**config.mk**
```make
export PLATFORM = sky130hd
export DESIGN_NAME = mc_mem_arbiter
export DESIGN_NICKNAME = d
export VERILOG_FILES = /design/src/rtl/mc_pkg.sv /design/src/rtl/rr_arbiter.sv /design/src/rtl/mc_mem_arbiter.sv
export SDC_FILE = /design/constraint.sdc
export NUM_CORES = 1
export LEC_CHECK = 0
export CAP_MARGIN = 10
export CORE_AREA = 2 2 104 106
export CTS_BUF_LIST = sky130_fd_sc_hd__clkbuf_4 sky130_fd_sc_hd__clkbuf_8
export CTS_CLUSTER_SIZE = 20
export DETAILED_ROUTE_END_ITERATION = 16
export DIE_AREA = 0 0 106 108
export GPL_TIMING_DRIVEN = 0
export HOLD_SLACK_MARGIN = 0.08
export PLACE_DENSITY = 0.85
export SYNTH_ARGS = -nofsm -noshare
export SYNTH_HDL_FRONTEND = slang
export SYNTH_SLANG_ARGS = --single-unit
```
**constraint.sdc**
```tcl
create_clock -name clk -period 5.6 [get_ports clk]
set_input_delay 1.12 -clock clk [delete_from_list [all_inputs] [get_ports clk]]
set_output_delay 1.12 -clock clk [all_outputs]
set_load 0.005 [all_outputs]
```
**src/rtl/mc_pkg.sv**
```systemverilog
`default_nettype none
// +----------------------------------------------------------------------+
// | Package   : mc_pkg                                                   |
// | Purpose   : Shared types and constants for the multi-core data-      |
// |             memory arbiter (status encodings, FSM state type).       |
// | Revision  : 1.0  initial release                                     |
// +----------------------------------------------------------------------+
package mc_pkg;

  // Upper bound on the number of cores the arbiter is built for
  localparam int MAX_CORES = 16;

  // Mode encodings presented on the status input
  localparam logic [1:0] ST_LOAD     = 2'b00;
  localparam logic [1:0] ST_RUN      = 2'b01;
  localparam logic [1:0] ST_READBACK = 2'b10;
  localparam logic [1:0] ST_HALT     = 2'b11;

  // Arbiter FSM states; COMM covers both comm-port modes
  typedef enum logic [1:0] {
    S_COMM = 2'd0,
    S_RUN  = 2'd1,
    S_HALT = 2'd2
  } arb_state_t;

  // Direct decode of the status input into the FSM state
  function automatic arb_state_t status_to_state(input logic [1:0] st);
    arb_state_t s;
    case (st)
      ST_RUN:  s = S_RUN;
      ST_HALT: s = S_HALT;
      default: s = S_COMM;
    endcase
    return s;
  endfunction

endpackage : mc_pkg
`default_nettype wire

```
**src/rtl/rr_arbiter.sv**
```systemverilog
`default_nettype none
// +----------------------------------------------------------------------+
// | Module    : rr_arbiter                                               |
// | Purpose   : Combinational request picker. Round-robin from i_ptr by  |
// |             default; with MC_ARB_FIXED_PRIORITY_EN defined the       |
// |             lowest requesting index wins and there is no pointer.    |
// | Revision  : 1.0  initial release                                     |
// +----------------------------------------------------------------------+
module rr_arbiter
  import mc_pkg::*;
#(
  parameter int NUM_CORES = 4,
  parameter int PW        = $clog2(NUM_CORES)
) (
  input  logic [NUM_CORES-1:0] i_req,
`ifndef MC_ARB_FIXED_PRIORITY_EN
  input  logic [PW-1:0]        i_ptr,
`endif
  output logic [NUM_CORES-1:0] o_grant,
  output logic [PW-1:0]        o_idx,
  output logic                 o_valid
);

`ifdef MC_ARB_FIXED_PRIORITY_EN

  // Lowest requesting index wins
  always_comb begin
    o_grant = '0;
    o_idx   = '0;
    o_valid = 1'b0;
    for (int k = 0; k < NUM_CORES; k++) begin
      if (!o_valid && i_req[k]) begin
        o_valid    = 1'b1;
        o_idx      = PW'(k);
        o_grant[k] = 1'b1;
      end
    end
  end

`else

  // Candidate index ptr+k reduced modulo NUM_CORES (one spare bit for the sum)
  logic [PW:0] w_cand;

  // First requester at or after i_ptr, wrapping around
  always_comb begin
    o_grant = '0;
    o_idx   = '0;
    o_valid = 1'b0;
    w_cand  = '0;
    for (int k = 0; k < NUM_CORES; k++) begin
      w_cand = (PW+1)'(i_ptr) + (PW+1)'(k);
      if (w_cand >= (PW+1)'(NUM_CORES)) begin
        w_cand = w_cand - (PW+1)'(NUM_CORES);
      end
      if (!o_valid && i_req[w_cand[PW-1:0]]) begin
        o_valid                  = 1'b1;
        o_idx                    = w_cand[PW-1:0];
        o_grant[w_cand[PW-1:0]]  = 1'b1;
      end
    end
  end

`endif

endmodule : rr_arbiter
`default_nettype wire

```
**src/rtl/mc_mem_arbiter.sv**
```systemverilog
`default_nettype none
// +----------------------------------------------------------------------+
// | Module    : mc_mem_arbiter                                           |
// | Purpose   : Shares one single-port data memory between the comm      |
// |             port and NUM_CORES cores with a registered, pipelined    |
// |             grant (one access per cycle), and aggregates the cores'  |
// |             end-of-process flags.                                    |
// | Options   : MC_ARB_FIXED_PRIORITY_EN - fixed lowest-index priority   |
// |             instead of round-robin (no rotation pointer).            |
// | Revision  : 1.0  initial release                                     |
// +----------------------------------------------------------------------+
module mc_mem_arbiter
  import mc_pkg::*;
#(
  parameter int NUM_CORES = 4,
  parameter int DATA_W    = 16,
  parameter int ADDR_W    = 16
) (
  input  logic                        clk,
  input  logic                        rst,
  input  logic [1:0]                  status,
  input  logic [DATA_W-1:0]           com_data_in,
  input  logic [ADDR_W-1:0]           com_addr,
  input  logic                        com_wr_en,
  output logic [DATA_W-1:0]           com_data_out,
  input  logic [NUM_CORES-1:0]        core_req,
  input  logic [NUM_CORES-1:0]        core_wr_en,
  input  logic [NUM_CORES*ADDR_W-1:0] core_addr,
  input  logic [NUM_CORES*DATA_W-1:0] core_wdata,
  input  logic [NUM_CORES-1:0]        core_done,
  output logic [NUM_CORES-1:0]        core_grant,
  output logic [NUM_CORES-1:0]        core_rvalid,
  output logic [DATA_W-1:0]           core_rdata,
  output logic [ADDR_W-1:0]           DM_addr,
  output logic [DATA_W-1:0]           DM_data_in,
  output logic                        DM_write_en,
  input  logic [DATA_W-1:0]           DM_out,
  output logic                        end_process
);

  localparam int PW = $clog2(NUM_CORES);

  arb_state_t            r_state;
  logic [ADDR_W-1:0]     r_dm_addr;
  logic [DATA_W-1:0]     r_dm_data;
  logic                  r_dm_we;
  logic [NUM_CORES-1:0]  r_grant;
  logic [NUM_CORES-1:0]  r_rvalid;
  logic                  r_end;
  logic [PW-1:0]         r_tag;
  logic                  r_tag_vld;

  logic [NUM_CORES-1:0]  w_eligible;
  logic [NUM_CORES-1:0]  w_win_onehot;
  logic [PW-1:0]         w_win_idx;
  logic                  w_win_valid;
  logic [ADDR_W-1:0]     w_win_addr;
  logic [DATA_W-1:0]     w_win_data;
  logic                  w_win_we;
  logic                  w_grant_ok;

  // A core granted this cycle still holds req, so it is masked out
  assign w_eligible = core_req & ~r_grant;

`ifndef MC_ARB_FIXED_PRIORITY_EN
  logic [PW-1:0]         r_rr_ptr;
`endif

  rr_arbiter #(
    .NUM_CORES (NUM_CORES),
    .PW        (PW)
  ) u_rr_arbiter (
    .i_req   (w_eligible),
`ifndef MC_ARB_FIXED_PRIORITY_EN
    .i_ptr   (r_rr_ptr),
`endif
    .o_grant (w_win_onehot),
    .o_idx   (w_win_idx),
    .o_valid (w_win_valid)
  );

  assign w_win_addr = core_addr[w_win_idx*ADDR_W +: ADDR_W];
  assign w_win_data = core_wdata[w_win_idx*DATA_W +: DATA_W];
  assign w_win_we   = core_wr_en[w_win_idx];

  // New grants only while both the registered state and the live status say RUN,
  // so a mid-run status change stops issuing immediately
  assign w_grant_ok = (r_state == S_RUN) && (status == ST_RUN) && w_win_valid;

  // FSM, DRAM port registers, grant/rvalid pipeline and done aggregation
  always_ff @(posedge clk or posedge rst) begin
    if (rst) begin
      r_state   <= S_COMM;
      r_dm_addr <= '0;
      r_dm_data <= '0;
      r_dm_we   <= 1'b0;
      r_grant   <= '0;
      r_rvalid  <= '0;
      r_end     <= 1'b0;
      r_tag     <= '0;
      r_tag_vld <= 1'b0;
`ifndef MC_ARB_FIXED_PRIORITY_EN
      r_rr_ptr  <= '0;
`endif
    end else begin
      r_state <= status_to_state(status);

      // Read return: the access registered last cycle completes regardless of mode
      r_rvalid  <= r_tag_vld ? (NUM_CORES'(1) << r_tag) : '0;
      r_tag_vld <= 1'b0;
      r_grant   <= '0;

      // Sticky while in RUN, dropped as soon as status leaves RUN
      r_end <= (status == ST_RUN) && (r_end || (&core_done));

`ifndef MC_ARB_FIXED_PRIORITY_EN
      if ((r_state != S_RUN) && (status == ST_RUN)) begin
        r_rr_ptr <= '0;
      end
`endif

      case (r_state)
        S_COMM: begin
          r_dm_addr <= com_addr;
          r_dm_data <= com_data_in;
          r_dm_we   <= (status == ST_LOAD) && com_wr_en;
        end
        S_RUN: begin
          if (w_grant_ok) begin
            r_dm_addr <= w_win_addr;
            r_dm_data <= w_win_data;
            r_dm_we   <= w_win_we;
            r_grant   <= w_win_onehot;
            r_tag     <= w_win_idx;
            r_tag_vld <= ~w_win_we;
`ifndef MC_ARB_FIXED_PRIORITY_EN
            r_rr_ptr  <= (w_win_idx == PW'(NUM_CORES-1)) ? '0 : w_win_idx + 1'b1;
`endif
          end else begin
            r_dm_we <= 1'b0;
          end
        end
        default: begin
          r_dm_we <= 1'b0;
        end
      endcase
    end
  end

  assign DM_addr      = r_dm_addr;
  assign DM_data_in   = r_dm_data;
  assign DM_write_en  = r_dm_we;
  assign core_grant   = r_grant;
  assign core_rvalid  = r_rvalid;
  assign end_process  = r_end;
  assign core_rdata   = DM_out;
  assign com_data_out = DM_out;

endmodule : mc_mem_arbiter
`default_nettype wire

```
==> results.ini, run 1 <==
[timing]
hold_viol=0
finalCritPeriodShare_pct=70.8
whs_ns=0.498
max_slew.worst_pin.slew_ns=1.01
fmax_mhz=252
finalCriticalPeriod_ns=3.97
finalClockSkew_ns=0.0113
setup_viol_count_final=0
fin_ws_ns=1.63
fin_setup_tns_ns=0
relSlewSlack_pct=32.7
grt_setup_unrepaired=no
finalMaxSlewViolations=0

[final_layout]
drive_above_1_share_pct=12.6
instances_no_fill=809
fill_cells=852
antenna_cells=0
area_growth_pct=72.4
final_nets=874

[clock_network]
cts_buffer_depth=2
htreeDepth=2
hold_buffers=0
clk_pin_slew_worst_paths_ns=0.10
clock_latency_ns=0.31
cts_setup_buffers=0
cts_inserted_buffers=5
cts_resized=0
clkSinkCount=49
cts_tree=done
clk_root_buffer_cell=clkbuf_8

[pwr]
pwr-share-clk_pct=16.4
p_leak_uw=0.00290
comb_power_share_pct=52.1
pwr-share-seq_pct=31.5
switching_share_pct=34.7
cellPowerDensity_mw_per_mm2=203
power.switching_uw=467
irDropWorstVdd_mv=0.113
p_int_uw=877

[global_routing]
overflow=0
antenna_found_initial=0
grt_max_degree=31
grt_pass1_wl_mm=22.6
grt_use_total_pct=24.9
grt_pass1_vias=4623

[worst_setup_path]
crit_required_ns=5.83
cp_slowest_stage_delay_ns=0.54
crit_arrival_ns=4.19
critPathMaxFanout=10
cp-start-kind=primary input
end_kind=flip-flop
slowest_stage=o31ai_4
crit_type=primary input to flip-flop
rrSetupSlack_ns=1.81
worstPathCellList=clkdlybuf4s50_1 > nor2b_1 > mux4_2 > nor2b_1 > buf_6 > o31ai_4 > buf_6 > buf_4 > inv_1 > ha_1 > nor3_1 > mux2i_1 > o21ai_0

[synthesis]
yosys.area_share.simple_pct=14.9
synth_compound_area_share_pct=15.0
synth_warnings=0
synth_top_area_share_pct=31.9
muxShareOfSynthArea_pct=24.2
synth_edf_count=0
synth_adder_area_share_pct=2.93
synth_nets=616
synth_cell_type_count=41
synth-main-ff-cell=dfrtp_1
syn_inst=414
synth_xor_area_share_pct=0
synth_area_mm2=0.00384
avgSynthCellArea_um2=9.28
synthArstFlopShare_pct=100
yosysSeqAreaShare_pct=31.9
synth_seq_cells=49
synth_top_family_by_area=multiplexers
synth_top_cell_by_area=dfrtp_1
synthTopCellsByArea=dfrtp_1, mux2i_1, mux2_2

[route]
antenna_left=0
drc=0
wl_per_cell_um=17.8
firstDrtPassIters=7
routed_wl_mm=14.4
num_vias=4285
avgViaCountPerCell=5.30
drt-initial-drc-count=223

[die]
start_util_pct=37.5
io_pins=267
dieArea_mm2=0.0114
die_x_um=106
rows=37
die_h_um=108
core_area_mm2=0.0102

[place]
hpwl_mm=11.6
globalplace.congestion=0.965
io_buffers=250
dpl_worst_slack_ns=1.38
place_inst=801

[run]
maxCapViolations=0

[worst_hold_path]
hold_path.class=flip-flop to flip-flop

[outcome]
outcome=finished clean

kinds of logic after synthesis:
family | count (synthesis)
buffers and inverters | 69
multiplexers | 85
adder cells (fa/ha/maj) | 9
AND/OR/NAND/NOR | 123
AO/OA/AOI/OAI | 79
flip-flops | 49
area by class of cell:
type                       instances  area, µm²  area share (%)
buffer                            62        397            5.99
clock buffer                       5       68.8            1.04
clock inverter                     3       21.3           0.321
inverter                           7       26.3           0.397
multi-input combinational        296       2190            33.1
sequential                        49       1230            18.5
tap                              136        170            2.57
timing repair buffer             251       2520            38.1
placed cells by master (no fill, tap or decap), types with 5 or more instances in the layout:
master	n
nand2b_1	5
o22ai_1	14
inv_1	5
clkbuf_8	5
mux2i_1	50
o21ai_0	9
mux2_1	9
clkbuf_1	15
buf_4	33
mux2_2	23
nor2_1	10
o311a_1	18
nand3_1	37
nand2_1	49
nor3_1	7
clkdlybuf4s50_1	250
buf_2	8
ha_1	9
dfrtp_1	49
nor2b_1	6
a21oi_1	21
critical path, delay by kind of cell:
kind,cells,cell delay [ns]
simple gates,3,0.66
buf+inv,5,1.12
compound gates,2,0.63
fa+ha+maj,1,0.19
mux,2,0.48
through the flow:
stage               instance area, µm²  total power [µW]  util [%]
floorplan                         3840               804         -
detailed placement                6530              1120      63.9
CTS                               6620              1350      64.7
global placement                  6510              1100      63.7
finish                            6620              1340      64.7
global route                      6620              1420      64.7
power groups by stage:
stage	registers (µW)	clock network, µW	logic (µW)
finish	423	221	700
global route	429	236	752
CTS	423	225	698
detailed placement	429	0	695
global placement	427	0	677
floorplan	428	0	376
worst paths after layout:
kind / from / endpoint / cells after the start
setup reg to reg: r_rr_ptr[0]$_DFF_PP0_ / r_rr_ptr[0]$_DFF_PP0_ / 14
hold / removal: r_tag[1]$_DFFE_PP0P_ / core_rvalid[1]$_DFF_PP0_ / 1
hold reg to reg: r_tag[1]$_DFFE_PP0P_ / core_rvalid[1]$_DFF_PP0_ / 1
max in group asynchronous: rst / DM_data_in[4]$_DFFE_PP0P_ / 3
min in group asynchronous: rst / DM_addr[12]$_DFFE_PP0P_ / 2
setup / recovery: core_req[0] / r_rr_ptr[0]$_DFF_PP0_ / 13
Yosys cell counts (2+ instances only):
cell type and count:
a41oi_1 2, nand2_1 49, nor3_1 7, inv_1 6, clkbuf_1 15, and3_1 2
nor3b_1 2, o22ai_1 14, buf_1 2, o2111ai_1 3, mux2i_1 50, a222oi_1 4
o21ai_0 9, mux2_1 9, o311a_1 18, nor2b_1 6, ha_1 9, buf_6 4
buf_4 33, buf_2 8, mux4_2 3, a21oi_1 21, nor2_1 10, nand2b_1 5
dfrtp_1 49, mux2_2 23, nand3_1 37
state kept, by name (all words and copies together) (netlist names):
register     cells
core_grant       4
r_rr_ptr         2
DM_addr         16
end_process      1
r_state          2
DM_write_en      1
core_rvalid      4
r_tag            2
r_tag_vld        1
DM_data_in      16
per-layer routing:
| layer | up-vias | part of all wire [%] | wire length, µm | track usage [%] |
|---|---|---|---|---|
| met5 | - | 0 | 0 | 0 |
| met4 | 0 | 3.1 | 445 | 10.9 |
| met3 | 33 | 7.1 | 1020 | 4.58 |
| met2 | 223 | 52 | 7450 | 45.3 |
| met1 | 2022 | 38 | 5470 | 28.7 |
| li1 | 2007 | - | - | - |
Note: power is estimated with default switching activity, not from simulation.
==> inputs of run 2 (changes only) <==
--- a/config.mk
+++ b/config.mk
@@ -6,14 +6,15 @@
 export NUM_CORES = 1
 export LEC_CHECK = 0
 export CAP_MARGIN = 10
-export CORE_AREA = 2 2 104 106
+export CORE_ASPECT_RATIO = 1.75
+export CORE_MARGIN = 1
+export CORE_UTILIZATION = 33
 export CTS_BUF_LIST = sky130_fd_sc_hd__clkbuf_4 sky130_fd_sc_hd__clkbuf_8
 export CTS_CLUSTER_SIZE = 20
 export DETAILED_ROUTE_END_ITERATION = 16
-export DIE_AREA = 0 0 106 108
 export GPL_TIMING_DRIVEN = 0
 export HOLD_SLACK_MARGIN = 0.08
-export PLACE_DENSITY = 0.85
+export PLACE_DENSITY = 0.79
 export SYNTH_ARGS = -nofsm -noshare
 export SYNTH_HDL_FRONTEND = slang
 export SYNTH_SLANG_ARGS = --single-unit
==> constraint.sdc (replaced) <==
create_clock -name clk -period 3.61 [get_ports clk]
set_input_delay 0.722 -clock clk [delete_from_list [all_inputs] [get_ports clk]]
set_output_delay 0.722 -clock clk [all_outputs]
set_load 0.005 [all_outputs]
==> results.ini, run 2 (synthesis gave the netlist of run 1 again) <==
[pwr]
irDropWorstVdd_mv=0.174
p_leak_uw=0.00292
power.total_uw=2110
cellPowerDensity_mw_per_mm2=318

[place]
dpl_worst_slack_ns=-0.234
hpwl_mm=12.5
io_buffers=250
globalplace.congestion=0.868

[clock_network]
clkSinkCount=49
htreeDepth=2
clock_latency_ns=0.31
clk_pin_slew_worst_paths_ns=0.09
cts_tree=done
clk_root_buffer_cell=clkbuf_8
cts_buffer_depth=2
hold_buffers=0
cts_inserted_buffers=5

[timing]
fin_ws_ns=0.361
grt_setup_unrepaired=no
finalClockSkew_ns=0.00518
finalMaxSlewViolations=0
fin_setup_tns_ns=0
fmax_mhz=308
finalCritPeriodShare_pct=90.0
max_slew.worst_pin.slew_ns=0.889
finalCriticalPeriod_ns=3.25
hold_viol=0
relSlewSlack_pct=40.6
setup_viol_count_final=0

[die]
die_h_um=145
die_x_um=83.6
rows=51
start_util_pct=34.2
dieArea_mm2=0.0121
io_pins=267
core_area_mm2=0.0112

[global_routing]
grt_pass1_vias=4473
grt_max_degree=42
grt_pass1_wl_mm=23.4
grt_use_total_pct=25.0
antenna_found_initial=0
overflow=0

[final_layout]
multi_input_area_mm2=0.00220
seq_area_mm2=0.00123
final_cell_mix=clkdlybuf4s50_1, mux2i_1, nand2_1
area_growth_pct=72.8
antenna_cells=0
drive_above_1_share_pct=13.2
final_nets=875
fill_cells=977
final_common_cell=clkdlybuf4s50_1

[worst_setup_path]
reg2reg_to=r_rr_ptr[0]$_DFF_PP0_
cp-start-kind=flip-flop
critPathMaxFanout=11
end_kind=flip-flop
crit_required_ns=3.84
worst_path_most_repeated_cell=ha_1
rrSetupSlack_ns=0.36
cp_slowest_stage_delay_ns=0.49
crit_arrival_ns=3.48
crit_type=flip-flop to flip-flop
rr_startpoint=r_rr_ptr[0]$_DFF_PP0_
worstRegToRegCells=14
worstPathCellList=clkinv_2 > ha_1 > clkbuf_2 > and3_1 > o2111ai_1 > nand2_1 > o31ai_4 > buf_6 > buf_4 > inv_1 > ha_1 > nor3_1 > mux2i_1 > o21ai_0
slowest_stage=dfrtp_1

[route]
drc=0
antenna_left=0
routed_wl_mm=15.3
firstDrtPassIters=6
avgViaCountPerCell=5.36
num_vias=4317
drt-initial-drc-count=236
wl_per_cell_um=19.0

[worst_hold_path]
holdPathStages=1
hold_path.class=flip-flop to flip-flop
min-delay-start=r_tag[0]$_DFFE_PP0P_
holdPathEnd=core_rvalid[2]$_DFF_PP0_

[run]
maxCapViolations=0

[outcome]
outcome=finished clean

## run 2: cell types whose count changed in the layout (fill, tap and decap cells not counted), sizes merged
cell and delta:
clkbuf +4, buf -1, inv -1, clkinv -1, clkinvlp -1
## run 2: worst max path at each step
stage | from | endpoint | slack [ns] | depth (start not counted)
global placement | core_req[1] | r_rr_ptr[0]$_DFF_PP0_ | -0.18 | 13
CTS | r_rr_ptr[1]$_DFF_PP0_ | r_rr_ptr[0]$_DFF_PP0_ | 0.12 | 13
detailed placement | core_req[1] | r_rr_ptr[0]$_DFF_PP0_ | -0.23 | 13
global route | core_req[1] | DM_data_in[6]$_DFFE_PP0P_ | 0.13 | 7
finish | r_rr_ptr[0]$_DFF_PP0_ | r_rr_ptr[0]$_DFF_PP0_ | 0.36 | 14
floorplan | r_rr_ptr[0]$_DFF_PP0_ | r_rr_ptr[0]$_DFF_PP0_ | 0.47 | 13
## run 2: what timing repair did
| action | in CTS | in global routing |
|---|---|---|
| resized for setup | 1 | 4 |
| endpoints found under the setup margin | 3 | 28 |
| buffers inserted | 1 | 0 |
| pin swaps | 1 | 0 |
## run 2: critical path, delay by kind of cell (launching register included)
kind,cells,cell delay (ns)
buffers and inverters,5,0.89
adder cells (fa/ha/maj),2,0.59
AO/OA/AOI/OAI,3,0.56
AND/OR/NAND/NOR,3,0.55
flip-flops,1,0.49
multiplexers,1,0.09
## run 2: area by class of cell
class,count,share of cell area (%)
flip-flops and latches,49,18.5
multi-input cells,296,33.1
clock buffers,7,1.36
well taps,132,2.49
repair buffers,252,38.1
plain buffers,62,6.03
inverters,7,0.415
## run 2: power by group
| part | leakage, µW | switching, µW | internal [µW] | total (µW) |
|---|---|---|---|---|
| clock network | 0.0000477 | 193 | 160 | 353 |
| logic | 0.00227 | 474 | 620 | 1090 |
| registers | 0.000603 | 53.7 | 610 | 664 |
## run 2: routing by layer
layer	GRT usage (%)	up-vias	routed length, µm
met1	25.6	2045	5230
met4	9.63	0	423
met2	49.8	236	8580
met5	0	-	0
met3	4.65	31	1030
li1	-	2005	-
## run 2: through the flow
stage / util (%) / std cells / hold WS, ns / cell area, µm²
floorplan: - / 414 / 0.455 / 3840
global placement: 58.0 / 796 / 0.489 / 6510
detailed placement: 58.1 / 797 / 0.496 / 6530
CTS: 59.0 / 805 / 0.509 / 6630
global route: 59.1 / 805 / 0.540 / 6640
finish: 59.1 / 805 / 0.519 / 6640
